File: src/rtl/layer_scheduler_pkg.sv
// Shared definitions for the layer scheduler: state encoding and default widths.
package layer_scheduler_pkg;

   localparam int unsigned KW_DEF = 5;
   localparam int unsigned DW_DEF = 8;

   typedef enum logic [2:0] {
      StIdle  = 3'd0,
      StCfg   = 3'd1,
      StStart = 3'd2,
      StWait  = 3'd3,
      StWb    = 3'd4,
      StAdv   = 3'd5,
      StDone  = 3'd6
   } state_e;

endpackage

File: src/rtl/layer_scheduler_nest_counter.sv
// Nested kernel/row/col wrap counter with linear address and last-point flag.
module nest_counter
   import layer_scheduler_pkg::*;
#(
   parameter int unsigned K_W = KW_DEF,
   parameter int unsigned D_W = DW_DEF
) (
   input  logic                 clk,
   input  logic                 rst_n,
   input  logic                 clear,
   input  logic                 advance,
   input  logic [K_W-1:0]       num_kernel,
   input  logic [D_W-1:0]       rows,
   input  logic [D_W-1:0]       cols,
   output logic [K_W-1:0]       kernel_idx,
   output logic [D_W-1:0]       row_idx,
   output logic [D_W-1:0]       col_idx,
   output logic [K_W+2*D_W-1:0] addr,
   output logic                 last
);

   localparam int unsigned AW = K_W + 2 * D_W;

   logic [K_W-1:0] kernel_q, kernel_d;
   logic [D_W-1:0] row_q, row_d, col_q, col_d;
   logic [AW-1:0]  addr_q, addr_d;
   logic           col_last, row_last, ker_last;

   assign col_last = (col_q == cols - D_W'(1));
   assign row_last = (row_q == rows - D_W'(1));
   assign ker_last = (kernel_q == num_kernel - K_W'(1));

   always_comb begin
      kernel_d = kernel_q;
      row_d    = row_q;
      col_d    = col_q;
      addr_d   = addr_q;
      if (clear) begin
         kernel_d = '0;
         row_d    = '0;
         col_d    = '0;
         addr_d   = '0;
      end else if (advance) begin
         addr_d = addr_q + AW'(1);
         if (col_last) begin
            col_d = '0;
            if (row_last) begin
               row_d    = '0;
               kernel_d = kernel_q + K_W'(1);
            end else begin
               row_d = row_q + D_W'(1);
            end
         end else begin
            col_d = col_q + D_W'(1);
         end
      end
   end

   always_ff @(posedge clk or negedge rst_n) begin
      if (!rst_n) begin
         kernel_q <= '0;
         row_q    <= '0;
         col_q    <= '0;
         addr_q   <= '0;
      end else begin
         kernel_q <= kernel_d;
         row_q    <= row_d;
         col_q    <= col_d;
         addr_q   <= addr_d;
      end
   end

   assign kernel_idx = kernel_q;
   assign row_idx    = row_q;
   assign col_idx    = col_q;
   assign addr       = addr_q;
   assign last       = col_last && row_last && ker_last;

endmodule

File: src/rtl/layer_scheduler.sv
// Moore FSM sequencing one convolution layer: per-point tile launch, wait, write-back, advance.
module layer_scheduler
   import layer_scheduler_pkg::*;
#(
   parameter int unsigned K_W = KW_DEF,
   parameter int unsigned D_W = DW_DEF
) (
   input  logic                 clk,
   input  logic                 rst_n,
   input  logic                 layer_start,
   input  logic                 abort,
   input  logic [K_W-1:0]       cfg_num_kernel,
   input  logic [D_W-1:0]       cfg_out_rows,
   input  logic [D_W-1:0]       cfg_out_cols,
   output logic                 tile_start,
   input  logic                 tile_done,
   output logic [K_W-1:0]       kernel_idx,
   output logic [D_W-1:0]       row_idx,
   output logic [D_W-1:0]       col_idx,
   output logic                 wb_valid,
   input  logic                 wb_ready,
   output logic [K_W+2*D_W-1:0] wb_addr,
   output logic                 busy,
   output logic                 layer_done,
   output logic [2:0]           state_dbg
);

   state_e         state_q, state_d;
   logic [K_W-1:0] cfg_k_q;
   logic [D_W-1:0] cfg_r_q, cfg_c_q;
   logic           cfg_load, abort_hit, cfg_zero, last_pt;

   assign cfg_load  = (state_q == StIdle) && layer_start;
   assign abort_hit = abort && (state_q != StIdle);
   assign cfg_zero  = (cfg_k_q == '0) || (cfg_r_q == '0) || (cfg_c_q == '0);

   always_comb begin
      state_d = state_q;
      case (state_q)
         StIdle:  if (layer_start) state_d = StCfg;
         StCfg:   state_d = cfg_zero ? StDone : StStart;
         StStart: state_d = StWait;
         StWait:  if (tile_done) state_d = StWb;
         StWb:    if (wb_ready) state_d = StAdv;
         StAdv:   state_d = last_pt ? StDone : StStart;
         StDone:  state_d = StIdle;
         default: state_d = StIdle;
      endcase
      // Abort overrides every other transition.
      if (abort_hit) state_d = StIdle;
   end

   always_ff @(posedge clk or negedge rst_n) begin
      if (!rst_n) begin
         state_q <= StIdle;
         cfg_k_q <= '0;
         cfg_r_q <= '0;
         cfg_c_q <= '0;
      end else begin
         state_q <= state_d;
         if (cfg_load) begin
            cfg_k_q <= cfg_num_kernel;
            cfg_r_q <= cfg_out_rows;
            cfg_c_q <= cfg_out_cols;
         end
      end
   end

   nest_counter #(
      .K_W (K_W),
      .D_W (D_W)
   ) u_nest_counter (
      .clk        (clk),
      .rst_n      (rst_n),
      .clear      (cfg_load || abort_hit),
      .advance    ((state_q == StAdv) && !abort),
      .num_kernel (cfg_k_q),
      .rows       (cfg_r_q),
      .cols       (cfg_c_q),
      .kernel_idx (kernel_idx),
      .row_idx    (row_idx),
      .col_idx    (col_idx),
      .addr       (wb_addr),
      .last       (last_pt)
   );

   assign tile_start = (state_q == StStart);
   assign wb_valid   = (state_q == StWb);
   assign busy       = (state_q != StIdle);
   assign layer_done = (state_q == StDone);
   assign state_dbg  = state_q;

endmodule

File: config.mk
export PLATFORM = sky130hd
export DESIGN_NAME = layer_scheduler
export DESIGN_NICKNAME = d
export VERILOG_FILES = /design/src/rtl/layer_scheduler_pkg.sv /design/src/rtl/layer_scheduler_nest_counter.sv /design/src/rtl/layer_scheduler.sv
export SDC_FILE = /design/constraint.sdc
export NUM_CORES = 1
export LEC_CHECK = 0
export ABC_AREA = 1
export BUFFER_PORTS_ARGS = -buffer_cell sky130_fd_sc_hd__buf_2
export CAP_MARGIN = 25
export CORE_MARGIN = 4
export CORE_UTILIZATION = 55
export DETAILED_ROUTE_END_ITERATION = 7
export PLACE_DENSITY = 0.79
export REMOVE_ABC_BUFFERS = 1
export SYNTH_ARGS = -nofsm -noshare
export SYNTH_HDL_FRONTEND = slang
export SYNTH_SLANG_ARGS = --single-unit
export TNS_END_PERCENT = 5
File: constraint.sdc
create_clock -name clk -period 3.2 [get_ports clk]
set_input_delay 0.16 -clock clk [delete_from_list [all_inputs] [get_ports clk]]
set_output_delay 0.16 -clock clk [all_outputs]
set_load 0.1 [all_outputs]
### Word-level counts from Yosys, hierarchy flattened

Cells that the tools add are included.

| storage, ports and cells | value |
|---|---|
| bits in writable memories | 0 |
| output and inout port bits | 49 |
| input port bits | 27 |
| logic and storage cells | 67 |
| latch bits | 0 |
| bits in registers | 66 |
| bits in read-only memories | 0 |
| memories kept | 0 |

| operators by class | value |
|---|---|
| div/mod/pow operators | 0 |
| $mul | 0 |
| bitwise logic cells | 0 |
| shifts and indexed selects | 0 |
| equal/unequal tests | 12 |
| muxes and demuxes | 20 |
| reduce and logical (&&, ||, !) cells | 20 |
| $lt $le $gt $ge | 0 |
| add/subtract/negate cells | 7 |

Operator list:

| cell | count |
|---|---|
| $mux W8 | 7 |
| $mux W21 | 2 |
| $add A21 B1 Y21 const B | 1 |
| $mux W5 | 4 |
| $mux W3 | 6 |
| $pmux W3 S6 | 1 |
| $add A8 B1 Y8 const B | 2 |
| $eq A8 B8 Y1 | 2 |
| $logic_not A8 Y1 | 2 |
| $sub A8 B1 Y8 const B | 2 |
| $eq A3 B3 Y1 const B | 3 |
| $eq A3 B2 Y1 const B | 2 |
| $ne A3 B3 Y1 const B | 2 |
| $reduce_and A3 Y1 | 2 |
| $reduce_bool A2 Y1 | 3 |
| $add A5 B1 Y5 const B | 1 |
| $eq A5 B5 Y1 | 1 |
| $logic_and A1 B1 Y1 | 5 |
| $logic_not A5 Y1 | 1 |
| $sub A5 B1 Y5 const B | 1 |
| $eq A3 B1 Y1 const B | 1 |
| $logic_not A3 Y1 | 1 |
| $logic_or A1 B1 Y1 | 3 |
| $ne A3 B1 Y1 const B | 1 |
| other kinds (3) | 3 |

### Logic depth before layout (Yosys ltp)

| logic depth | value |
|---|---|
| depth after elaboration | 7 |
| mapped depth | 15 |

### By module

From an unflattened synthesis, not the netlist that was laid out.

| second synthesis, totals | value |
|---|---|
| cell total of the unflattened synthesis | 542 |
| area total of the unflattened synthesis | 4,210.3 µm² |

By module, submodules not included:

| module | area each (µm²) | seq. area each (µm²) | cells an instance | instances |
|---|---|---|---|---|
| nest_counter | 3,037.9 | 1,051.0 | 419 | 1 |
| layer_scheduler | 1,172.4 | 600.6 | 123 | 1 |

### Worst setup path before layout

Ideal clock, no wire load.

| timing | value |
|---|---|
| kind | register to output |
| start point | register state_q[1], in the netlist state_dbg[1] |
| end point | output tile_start |
| data arrival time | 2.622 ns |
| path slack | 0.418 ns |
| stages on the path, launching flop included | 5 |
| cell sequence | dfrtp_1 -> inv_1 -> nor2_1 -> inv_1 -> nor2_1 |

| between the ends | value |
|---|---|
| longest elaborated chain between the ends | 1 |

Ends and longest elaborated chain:

| item | RTL line | text |
|---|---|---|
| from (decl) | layer_scheduler.sv:28 | `state_e state_q, state_d;` |
| from (signal assigned) | layer_scheduler.sv:55 | `state_q <= StIdle;` |
| from (signal assigned) | layer_scheduler.sv:60 | `state_q <= state_d;` |
| $eq A3 B2 Y1 | layer_scheduler.sv:87 | `assign tile_start = (state_q == StStart);` |
| to (decl) | layer_scheduler.sv:15 | `output logic tile_start,` |

Every way passes these cells.

### Final worst setup path

| timing | value |
|---|---|
| start point | register cfg_c_q[0] |
| end point | register u_nest_counter.row_q[4], in the netlist u_nest_counter.row_idx[4] |

| between the ends | value |
|---|---|
| longest elaborated chain between the ends | 4 |

Ends and longest elaborated chain:

| item | RTL line | text |
|---|---|---|
| from (decl) | layer_scheduler.sv:30 | `logic [D_W-1:0] cfg_r_q, cfg_c_q;` |
| from (signal assigned) | layer_scheduler.sv:64 | `cfg_c_q <= cfg_out_cols;` |
| $sub A8 B1 Y8 | layer_scheduler_nest_counter.sv:29 | `assign col_last = (col_q == cols - D_W'(1));` |
| $eq A8 B8 Y1 | layer_scheduler_nest_counter.sv:29 |  |
| $reduce_bool A2 Y1 (no line) | -- |  |
| $reduce_and A2 Y1 (no line) | -- |  |
| to (signal assigned) | layer_scheduler_nest_counter.sv:67 | `row_q <= row_d;` |
| to (decl) | layer_scheduler_nest_counter.sv:25 | `logic [D_W-1:0] row_q, row_d, col_q, col_d;` |

Every way passes these cells.
A chain may end at the register's enable or synchronous reset.

==> reports/qor.txt <==
ROUTING
--------------------------------------------------------------------------------
Total via count in the routed design ..............................        4,112
Per-cell routed wire length .......................................      13.5 um
Drc violations ....................................................            0
Number of DRC violations after detailed-routing iteration 0 .......          233
Number of routed nets with antenna violations .....................            0
Total wirelength of the detailed-routed design ....................      10.7 mm
TritonRoute pass-1 iters ..........................................            7
DR vias/cell ......................................................         5.21

SETUP PATH
--------------------------------------------------------------------------------
CP Data Required Time .............................................      3490 ps
CP Max Fanout .....................................................           13
Data arrival time of the worst path ...............................      2420 ps
Crit Path Class ................................................... flip-flop to flip-flop
Startpoint type of the worst setup path ...........................    flip-flop
Element type at the critical path end .............................    flip-flop

GRT
--------------------------------------------------------------------------------
Total global routing overflow .....................................            0
Vias in the first global route ....................................        3,750
Pin count of the biggest net entering global routing ..............           40
Total Routing Usage GR ............................................        24.2%
Number of antenna violations at the first check in global routing .            0
Global-route wire length before repair ............................      17.4 mm

LOGIC SYNTHESIS
--------------------------------------------------------------------------------
Post-synthesis cell type count ....................................           35
Per-instance average area after synthesis .........................   7.16 sq um
Post-synth EDFFs ..................................................            0
Fraction of registers with async set or reset after synthesis .....         100%
Post-synthesis instance total .....................................          602
FF+latch count, synth .............................................           66
Combined area of all synthesized cells ............................   4310 sq um
Sequential element share of the synthesized area ..................        38.3%
Predominant post-synthesis flop cell ..............................      dfrtp_1
Yosys warns .......................................................            0

PLACEMENT
--------------------------------------------------------------------------------
HPWL after DPL ....................................................      7.87 mm
Global placement routability congestion ...........................        0.917
DP Area ...........................................................   4760 sq um
Quantity of I/O buffers inserted on ports .........................           75

FLOORPLANNING
--------------------------------------------------------------------------------
DIE HEIGHT ........................................................      96.5 um
Total die area ....................................................   9320 sq um
Core region area ..................................................   7690 sq um
Die width .........................................................      96.5 um
Initial standard-cell utilization of the core .....................        56.1%
I/O pin count .....................................................           76
Number of rows in the core area ...................................           32

CLOCKING
--------------------------------------------------------------------------------
TritonCTS buffer count ............................................            9
Post-cts gate resize count ........................................            0
Number of sinks handled by clock tree synthesis ...................           66
Hold-fix buffer count after cts ...................................            4
Latest clock arrival within the worst-skew pair ...................       360 ps
Post-CTS Setup Bufs ...............................................            0
Clock tree from TritonCTS .........................................         done
Root buffer cell ..................................................     clkbuf_8
Clock transition at path regs .....................................        80 ps
Number of buffers on the longest clock path .......................            2
Number of H-tree levels ...........................................            3

TIMING
--------------------------------------------------------------------------------
Slew at the pin with the worst max-slew slack .....................       904 ps
Post-layout minimum cycle time ....................................      2130 ps
Final Hold Vio Count ..............................................            0
Unrepaired setup endpoints after global routing ...................        false
Final setup TNS ...................................................         0 ps
Tightest slew margin relative to the limit ........................        39.7%
Final clock period utilization by the worst path ..................        66.5%
Count of pins over their slew limit ...............................            0
Fmax ..............................................................    0.470 GHz
Final count of negative-setup-slack endpoints .....................            0
Worst slack on hold paths .........................................      8.98 ps
Skew final ........................................................      9.19 ps

FINAL LAYOUT
--------------------------------------------------------------------------------
Area delta synth->final ...........................................        17.2%
Commonest non-fill, non-tap cells in the layout ................... nand2_1 (189), buf_2 (75), nor2_1 (66), dfrtp_1 (66), inv_1 (64)
Ant diodes ........................................................            0
Final Cell Area ...................................................   5050 sq um
Proportion of layout cells with a drive suffix above 1 ............        17.0%
Commonest non-fill, non-tap cell in the layout ....................      nand2_1
Number of nets in the final layout ................................          719

RUN
--------------------------------------------------------------------------------
Maximum capacitance violations ....................................            0

POWER AND IR DROP
--------------------------------------------------------------------------------
Power per unit of standard cell area ..............................  944 nW/um^2
Largest vdd supply drop ...........................................     0.866 mV
Overall power .....................................................      4.77 mW
Leakage power figure ..............................................      2.58 nW

RUN STATUS
--------------------------------------------------------------------------------
Result of the run ................................................. finished, final reports clean

WORST HOLD PATH
--------------------------------------------------------------------------------
Tightest Hold Check Type .......................................... input port to flip-flop

-- cell type report --
cell class,count,area (sq um)
tap,102,128
multi-input combinational,454,2320
timing repair buffer,82,438
fill,696,2640
inverter,69,264
sequential,66,1650
clock inverter,4,97.6
clock buffer,12,155
-- state kept, by name, indices dropped and copies added, names as in the netlist --
signal	cells
cfg_c_q	8
cfg_k_q	5
cfg_r_q	8
u_nest_counter.row_idx	8
state_dbg	3
u_nest_counter.col_idx	8
u_nest_counter.kernel_idx	5
u_nest_counter.addr	21
-- final timing paths --
path | cells after the start | slack, ps | from | end
min reg2reg | 2 | 520 | cfg_k_q[4] | cfg_k_q[4]
min | 3 | 9 | cfg_out_cols[3] | cfg_c_q[3]
max reg2reg | 14 | 1070 | cfg_c_q[0] | u_nest_counter.row_idx[4]
max | 14 | 1070 | cfg_c_q[0] | u_nest_counter.row_idx[4]
max in group asynchronous | 3 | 1960 | rst_n | u_nest_counter.row_idx[6]
min in group asynchronous | 2 | 460 | rst_n | cfg_c_q[1]
-- where the power goes --
part	switching (mW)	internal, mW
sequential	0.282	1.04
clock	0.335	0.561
combinational	1.87	0.688
-- stage by stage --
stage	std cells	setup slack (ps)	util (%)
6_report	789	1070	65.7
5_1_grt	789	821	65.7
4_1_cts	789	1090	65.7
3_5_place_dp	769	1130	61.9
3_3_place_gp	769	1220	61.9
2_1_floorplan	589	220	-
-- routing by layer --
metal / vias up / track usage (%) / part of all wire, % / routed length, um
li1: 2073 / - / - / -
met1: 1916 / 33.5 / 46 / 4870
met2: 112 / 38.1 / 47 / 5000
met3: 11 / 5.58 / 6.1 / 649
met4: 0 / 6.66 / 1.3 / 135
met5: - / 0 / 0 / 0
-- synthesized netlist by cell type, types with 3 or more instances --
| cell | number | area [sq um] |
|---|---|---|
| a21oi_1 | 13 | 65.1 |
| buf_2 | 6 | 30.0 |
| buf_6 | 3 | 33.8 |
| clkbuf_1 | 3 | 11.3 |
| dfrtp_1 | 66 | 1650 |
| ha_1 | 10 | 125 |
| inv_1 | 64 | 240 |
| inv_2 | 3 | 11.3 |
| nand2_1 | 189 | 709 |
| nand2_2 | 5 | 31.3 |
| nand3_1 | 45 | 225 |
| nand4_1 | 12 | 75.1 |
| nor2_1 | 66 | 248 |
| nor2_4 | 6 | 67.6 |
| nor3_1 | 13 | 65.1 |
| o21ai_0 | 30 | 150 |
| o21ai_1 | 6 | 30.0 |
| o31ai_1 | 3 | 22.5 |
| xnor2_1 | 15 | 131 |
| xor2_1 | 25 | 219 |
-- critical path, stage by stage (launching register included) --
cell,delay [ps]
dfrtp_1,410
inv_1,160
ha_1,250
nand2_1,130
nor2_1,110
nand2_1,60
nand2_1,80
nand3_1,70
nor2_1,90
nand2_1,100
nand2_4,110
nand2_2,180
inv_2,190
nand2_1,70
nand2_1,60
-- cell families (layout without fill, tap and decap cells) --
| logic type | after synthesis | after routing | share of synthesized area [%] |
|---|---|---|---|
| adders and majority gates | 10 | 10 | 2.90 |
| AOI/OAI and AO/OA | 58 | 58 | 7.34 |
| buffers and inverters | 82 | 167 | 7.95 |
| DFF | 66 | 66 | 38.3 |
| xor gates and xnor gates | 40 | 40 | 8.13 |
| and+or+nand+nor | 346 | 346 | 35.4 |
Note: power is estimated with default switching activity, not from simulation.
